==> src/rtl/stream_mux.sv <==
// N-channel, W-bit registered stream multiplexer with valid/ready handshaking.
// Selection is manual (SEL) or round-robin. Define MUX_LOCK_EN to enable packet lock.
module stream_mux #(
  parameter  int unsigned W  = 8,
  parameter  int unsigned N  = 4,
  localparam int unsigned SW = (N > 1) ? $clog2(N) : 1
) (
  input  logic           clk,
  input  logic           rst_n,
  input  logic           i_mode,
  input  logic [SW-1:0]  i_sel,
  input  logic [N*W-1:0] i_in_data,
  input  logic [N-1:0]   i_in_valid,
  input  logic [N-1:0]   i_in_last,
  output logic [N-1:0]   o_in_ready_c,
  output logic [W-1:0]   o_out_data,
  output logic           o_out_valid,
  output logic           o_out_last,
  output logic [SW-1:0]  o_out_ch,
  input  logic           i_out_ready
);

  logic [W-1:0]  r_out_data;
  logic          r_out_valid;
  logic          r_out_last;
  logic [SW-1:0] r_out_ch;
  logic [SW-1:0] r_last_grant;

  logic          w_free;
  logic          w_grant_vld;
  logic [SW-1:0] w_grant;
  logic          w_take;
  logic [SW-1:0] w_sel_grant;
  logic          w_sel_vld;
  logic [SW-1:0] w_rr_grant;
  logic          w_rr_vld;

`ifdef MUX_LOCK_EN
  logic          r_locked;
  logic [SW-1:0] r_lock_ch;
`endif

  assign w_free = !r_out_valid || i_out_ready;

  // Manual selection: out-of-range or idle SEL yields no grant.
  always_comb begin
    w_sel_vld   = 1'b0;
    w_sel_grant = i_sel;
    if (32'(i_sel) < N) begin
      w_sel_vld = i_in_valid[i_sel];
    end
  end

  // Round-robin: first valid channel after the last grant, with wrap-around.
  always_comb begin
    logic [SW-1:0] idx;
    idx        = '0;
    w_rr_vld   = 1'b0;
    w_rr_grant = '0;
    for (int unsigned k = 1; k <= N; k++) begin
      idx = SW'((32'(r_last_grant) + k) % N);
      if (!w_rr_vld && i_in_valid[idx]) begin
        w_rr_vld   = 1'b1;
        w_rr_grant = idx;
      end
    end
  end

  always_comb begin
    w_grant_vld = i_mode ? w_rr_vld   : w_sel_vld;
    w_grant     = i_mode ? w_rr_grant : w_sel_grant;
`ifdef MUX_LOCK_EN
    // A locked packet owns the output until its last beat, even while idle.
    if (r_locked) begin
      w_grant_vld = i_in_valid[r_lock_ch];
      w_grant     = r_lock_ch;
    end
`endif
  end

  assign w_take = rst_n && w_grant_vld && w_free;

  always_comb begin
    o_in_ready_c = '0;
    if (w_take) begin
      o_in_ready_c[w_grant] = 1'b1;
    end
  end

  always_ff @(posedge clk or negedge rst_n) begin
    if (!rst_n) begin
      r_out_data   <= '0;
      r_out_valid  <= 1'b0;
      r_out_last   <= 1'b0;
      r_out_ch     <= '0;
      r_last_grant <= SW'(N - 1);
    end else if (w_take) begin
      r_out_data   <= i_in_data[32'(w_grant) * W +: W];
      r_out_valid  <= 1'b1;
      r_out_last   <= i_in_last[w_grant];
      r_out_ch     <= w_grant;
      r_last_grant <= w_grant;
    end else if (i_out_ready) begin
      r_out_valid  <= 1'b0;
    end
  end

`ifdef MUX_LOCK_EN
  always_ff @(posedge clk or negedge rst_n) begin
    if (!rst_n) begin
      r_locked  <= 1'b0;
      r_lock_ch <= '0;
    end else if (w_take) begin
      r_locked  <= !i_in_last[w_grant];
      r_lock_ch <= w_grant;
    end
  end
`endif

  assign o_out_data  = r_out_data;
  assign o_out_valid = r_out_valid;
  assign o_out_last  = r_out_last;
  assign o_out_ch    = r_out_ch;

endmodule

==> config.mk <==
export PLATFORM = sky130hd
export DESIGN_NAME = stream_mux
export DESIGN_NICKNAME = d
export VERILOG_FILES = /design/src/rtl/stream_mux.sv
export SDC_FILE = /design/constraint.sdc
export NUM_CORES = 1
export LEC_CHECK = 0
export ABC_AREA = 1
export CAP_MARGIN = 30
export CORE_UTILIZATION = 34
export DETAILED_ROUTE_END_ITERATION = 16
export MAX_ROUTING_LAYER = met4
export PLACE_DENSITY = 0.68
export SYNTH_ARGS = -nofsm -noshare
export SYNTH_HDL_FRONTEND = slang
export SYNTH_SLANG_ARGS = --single-unit
==> constraint.sdc <==
create_clock -name clk -period 2.1 [get_ports clk]
set_input_delay 0.315 -clock clk [delete_from_list [all_inputs] [get_ports clk]]
set_output_delay 0.315 -clock clk [all_outputs]
set_load 0.02 [all_outputs]
==> run_results.csv, run 1 <==
group,metric,value,unit
run_status,status,"complete, but fails checks",
run_status,violations,"negative setup slack",
finish,fill_cells,370,
grt,grt_usage,19.2,%
pwr,power_density,1230,mW/mm²
pwr,p_sw,0.00133,W
sta,hold_viol,0,
routing,routed_via_density,4.57,
setup_path,crit_path_max_incr_delay,0.55,ns
grt,grt_pass1_vias,1432,
setup_path,worstSetupEndpointType,"output pin",
pwr,clockPowerShare,8.9,%
routing,drc,0,
sta,setup_violations,13,
sta,tightest_slew,0.284,ns
setup_path,cpLargestDelayFamily,"simple AND/OR/NAND/NOR gates",
clock_tree,cts_tree,"done",
min_path,hold_class,"in2async",
pwr,power_frac_seq,16.8,%
placed_design,dp_cells,340,
finish,syn2layout_area_growth,73.5,%
pwr,p_comb_share,74.3,%
clock_tree,clk_pin_slew,0.06,ns
yosys,yosysUniqueCellTypes,26,
sta,holdWs,0.446,ns
setup_path,arrival,2.00,ns
sta,fmax,432,MHz
sta,max-slew-margin-rel,81.0,%
grt,grt_pass1_wl,6220,µm
floorplan,die_w,65.4,µm
finish,fin_cells,350,
setup_path,crit_buf_inv,5,
placed_design,placed_cell_area,0.00217,mm²
clock_tree,insertion_delay,0.24,ns
yosys,synth_top_family_by_area,"simple AND/OR/NAND/NOR gates",
grt,grt_antenna_before_repair,0,
finish,layout-drive-gt1-share,28.8,%
setup_path,critical_path.cell_chain,"buf_12, inv_8, nand2_4, nand2_4, o21ai_2, buf_4, nand3_2, nand2_2, nand3_4, nand2_8, inv_6, nor2_2, buf_4",
yosys,ys_ff_latch,14,
yosys,synth_edf_count,0,
yosys,synth-xor-area-share,0,%
yosys,yosysWarnings,0,
placed_design,dp_hpwl,3120,µm
floorplan,die_h,65.4,µm
setup_path,worstReg2RegStart,"r_last_grant[0]",
setup_path,crit_required,1.78,ns
routing,vias,1598,
pwr,power,0.00292,W
routing,drt-initial-drc-count,62,
yosys,netlist_instances,211,
finish,regArea,353,µm²
finish,diodes,0,
routing,ant_nets,0,
floorplan,pin_count,62,
floorplan,dieArea,0.00427,mm²
pwr,ir_worst_vdd,0.595,mV
clock_tree,cts_buffer_depth,2,
finish,multi_input_area,877,µm²
flow_run,drv_cap,0,
yosys,ys.flop_type,"dfrtp_1",
yosys,syn-num-nets,257,
setup_path,path_class,"reg2out",
routing,post_drt_wl_per_cell,10.9,µm
routing,drt_wl_total,3800,µm
setup_path,critical_path_depth,13,
sta,worst_slack,-0.217,ns
finish,nets,349,
yosys,synthAdderAreaFrac,0,%
routing,firstDrtPassIters,4,
setup_path,cp_slowest_cell,"dfstp_2",
finish,layout_common_cells,"59 x nand2_1, 57 x clkdlybuf4s50_1, 34 x nand3_1",
yosys,yosysSeqAreaShare,25.8,%
placed_design,port_buffers,61,
floorplan,rows,22,
finish,final_common_cell,"nand2_1",
clock_tree,root_buffer,"clkbuf_8",
yosys,synth-simple-area-share,53.4,%
setup_path,cp-startpoint,"r_last_grant[0]",
sta,tns,-1.70,ns
sta,slew_viol_final,0,
placed_design,gp_congestion,0.846,
pwr,p_sw_share,45.7,%
clock_tree,cts_num_sinks,14,
yosys,muxShareOfSynthArea,0,%
yosys,syn_area_per_cell,6.47,µm²
sta,post-route-period-util,110,%
yosys,synth_compound_area_share,4.86,%
setup_path,rr_worst_depth,15,
floorplan,start_util,36.5,%
setup_path,start_kind,"flip-flop",
finish,design_area,0.00237,mm²
sta,skew,0.000898,ns
floorplan,coreArea,0.00374,mm²
clock_tree,ctsHtreeMaxLevel,1,
grt,grt-ovfl-total,0,
sta,finalCriticalPeriod,2.32,ns
clock_tree,cts-buffers-inserted,3,
pwr,intPower,0.00158,W
sta,grt_setup_unrepaired,"true",
yosys,async_flop_share,100,%
grt,grt_max_degree,23,
pwr,p_leak,1.20,nW
yosys,syn-cell-area,0.00137,mm²
setup_path,crit_fanout,8,
per-layer routing:
layer	track usage (%)	wire (µm)	up-vias
li1	-	-	829
met1	23.0	1710	731
met2	34.0	1940	34
met3	2.78	101	4
met4	4.35	45	0
met5	-	0	-
power by group through the flow:
stage               Clock (W)  Combinational (W)  Sequential (W)
finish               0.000259            0.00217        0.000491
global route         0.000276            0.00235        0.000509
CTS                  0.000265            0.00210        0.000493
detailed placement          0            0.00190        0.000521
global placement            0            0.00188        0.000519
floorplan                   0            0.00109        0.000617
Yosys cell counts (2+ instances only):
cell | instances | area (µm²)
dfstp_2 | 2 | 52.6
nand2_2 | 11 | 68.8
nand4_1 | 2 | 12.5
inv_2 | 3 | 11.3
nor2_1 | 7 | 26.3
nand2_1 | 63 | 236
or2_2 | 3 | 18.8
or2_1 | 9 | 56.3
inv_1 | 36 | 135
o21ai_0 | 2 | 10.0
nand2_4 | 6 | 67.6
o21ai_1 | 3 | 15.0
nor2_4 | 3 | 33.8
nand3_1 | 37 | 185
dfrtp_1 | 12 | 300
buf_6 | 2 | 22.5
logic make-up (layout without fill, tap and decap cells):
kind of cell | count (synthesis) | after routing
buffers and inverters | 45 | 136
flip-flops | 14 | 14
AND/OR/NAND/NOR | 143 | 143
AO/OA/AOI/OAI | 9 | 9
state kept, by name (all words and copies together) (netlist names):
| name | cells |
|---|---|
| o_out_data | 8 |
| o_out_last | 1 |
| o_out_valid | 1 |
| o_out_ch | 2 |
| r_last_grant | 2 |
area by class of cell:
class | instances | area share (%)
repair buffers | 92 | 36.3
multi-input cells | 152 | 37.0
well taps | 48 | 2.54
inverters | 40 | 6.87
clock buffers | 4 | 2.32
flip-flops and latches | 14 | 14.9
repair_timing:
action | 4_1_cts | 5_1_grt
setup buffers | 4 | 2
pin swaps | 7 | 4
hold buffers | 0 | 0
gates resized for setup | 36 | 10
setup endpoints to repair | 13 | 14
final timing paths:
path | to | slack [ns]
worst max register to register | o_out_data[0] | -0.20
max in group asynchronous | r_last_grant[1] | 1.42
worst min register to register | o_out_ch[1] | 0.47
worst min-delay path | o_out_data[0] | 0.45
worst max-delay path | o_in_ready_c[1] | -0.22
min in group clk | o_out_ch[1] | 0.47
stage by stage:
step                      setup WS (ns)  utilization (%)
after floorplan                 -0.0385                -
after global placement           -0.653             58.1
after detailed placement         -0.674             58.1
after CTS                        -0.242             62.0
after global routing             -0.316             63.3
final                            -0.217             63.3
Power figures use the tool's default switching activity.
==> run 2: changes to the inputs <==
Settings changed: CORE_UTILIZATION 34 to 31, PLACE_DENSITY 0.68 to unset, PLACE_DENSITY_LB_ADDON set to 0.12.
==> run_results.csv, run 2 (synthesis results as in run 1) <==
group,metric,value,unit
pwr,p_leak,1.23,nW
sta,worst_slack,-0.251,ns
finish,layout_common_cells,"58 x nand2_1, 56 x clkdlybuf4s50_1, 33 x inv_1",
sta,post-route-period-util,112,%
clock_tree,cts_hold_buf,0,
grt,grt-ovfl-total,0,
floorplan,die_w,68.4,µm
clock_tree,cts_tree,"done",
grt,grt_usage,16.9,%
finish,layout-drive-gt1-share,30.0,%
setup_path,crit_fanout,8,
clock_tree,root_buffer,"clkbuf_8",
pwr,power,0.00298,W
placed_design,placed_cell_area,0.00215,mm²
finish,design_area,0.00242,mm²
placed_design,port_buffers,61,
sta,max-slew-margin-rel,81.2,%
sta,grt_setup_unrepaired,"true",
grt,grt_pass1_vias,1311,
run_status,violations,"negative setup slack",
sta,hold_viol,0,
grt,grt_antenna_before_repair,0,
setup_path,start_kind,"flip-flop",
pwr,ir_worst_vdd,0.485,mV
sta,holdWs,0.434,ns
routing,post_drt_wl_per_cell,10.7,µm
placed_design,gp_congestion,0.908,
clock_tree,ctsHtreeMaxLevel,1,
pwr,power_density,1230,mW/mm²
routing,routed_via_density,4.36,
sta,slew_viol_final,0,
sta,finalCriticalPeriod,2.35,ns
routing,drt_wl_total,3770,µm
routing,vias,1540,
grt,grt_max_degree,15,
floorplan,coreArea,0.00412,mm²
floorplan,start_util,33.2,%
clock_tree,cts_num_sinks,14,
floorplan,rows,23,
floorplan,dieArea,0.00467,mm²
routing,drt-initial-drc-count,49,
finish,diodes,0,
grt,grt_pass1_wl,5710,µm
min_path,hold_class,"in2async",
routing,drc,0,
placed_design,dp_cells,338,
run_status,status,"complete, but fails checks",
placed_design,dp_hpwl,2880,µm
routing,ant_nets,0,
sta,fmax,425,MHz
floorplan,die_h,68.4,µm
setup_path,arrival,2.04,ns
finish,largest_register_ffs,8,
finish,post-route-util,58.7,%
setup_path,path_class,"reg2out",
setup_path,crit_required,1.78,ns
finish,final_common_cell,"nand2_1",
finish,fin_cells,353,
clock_tree,insertion_delay,0.24,ns
sta,setup_violations,13,
finish,syn2layout_area_growth,77.1,%
clock_tree,clk_pin_slew,0.05,ns
floorplan,pin_count,62,
sta,skew,0.00113,ns
flow_run,drv_cap,0,
setup_path,worstSetupEndpointType,"output pin",
routing,firstDrtPassIters,4,
sta,tightest_slew,0.281,ns
clock_tree,cts-buffers-inserted,3,
clock_tree,cts_buffer_depth,2,
finish,nets,350,
run 2: changes by cell type in the layout (fill, tap and decap cells not counted), sizes merged:
cell / previous run / this run
buf: 35 / 36
dlymetal6s2s: 0 / 1
clkdlybuf4s50: 57 / 56
run 2: timing repair:
action	CTS	global route
setup endpoints to repair	13	13
buffers inserted	6	6
resized for setup	32	26
pin swaps	5	4
run 2: final cells by class:
cell class / count / area (µm²)
Clock buffer: 4 / 55.1
Inverter: 40 / 160
Fill cell: 413 / 1700
Sequential cell: 14 / 353
Timing Repair Buffer: 93 / 886
Tap cell: 50 / 62.6
Multi-Input combinational cell: 152 / 901
run 2: final timing paths:
path / startpoint / endpoint / slack (ns) / cells after the start
max: r_last_grant[0] / o_in_ready_c[2] / -0.25 / 13
max in group asynchronous: rst_n / r_last_grant[1] / 1.43 / 2
min in group clk: o_out_data[6] / o_out_data[6] / 0.48 / 2
min reg2reg: o_out_data[6] / o_out_data[6] / 0.48 / 2
max reg2reg: r_last_grant[0] / o_out_data[0] / -0.15 / 16
min: rst_n / o_out_valid / 0.43 / 2
run 2: critical path, cell delays in order (launching register included):
cell	delay [ns]
dfstp_2	0.55
buf_12	0.12
inv_8	0.05
nand2_4	0.07
nand2_4	0.06
o21ai_2	0.15
buf_4	0.13
nand4_1	0.11
nand3_2	0.10
nand2_4	0.07
nor2_4	0.09
inv_2	0.07
nor2_2	0.10
buf_6	0.12
run 2: stage by stage:
step / setup slack [ns] / setup TNS [ns]
6_report: -0.251 / -2.00
5_1_grt: -0.375 / -3.77
2_1_floorplan: -0.0385 / -0.0936
3_3_place_gp: -0.672 / -4.75
3_5_place_dp: -0.691 / -5.07
4_1_cts: -0.263 / -1.34
run 2: report_power, final:
group          leakage [nW]  total (W)  internal (W)  switching [W]
Combinational          1.03    0.00223       0.00106        0.00118
Clock                0.0288   0.000256      0.000166      0.0000900
Sequential            0.168   0.000492      0.000411      0.0000807
Total                  1.23    0.00298       0.00163        0.00135
run 2: layer usage:
metal / track usage (%) / vias to the layer above / wire length (µm)
li1: - / 835 / -
met2: 28.8 / 36 / 1910
met4: 2.34 / 0 / 20
met5: - / - / 0
met3: 3.50 / 2 / 137
met1: 20.9 / 667 / 1700
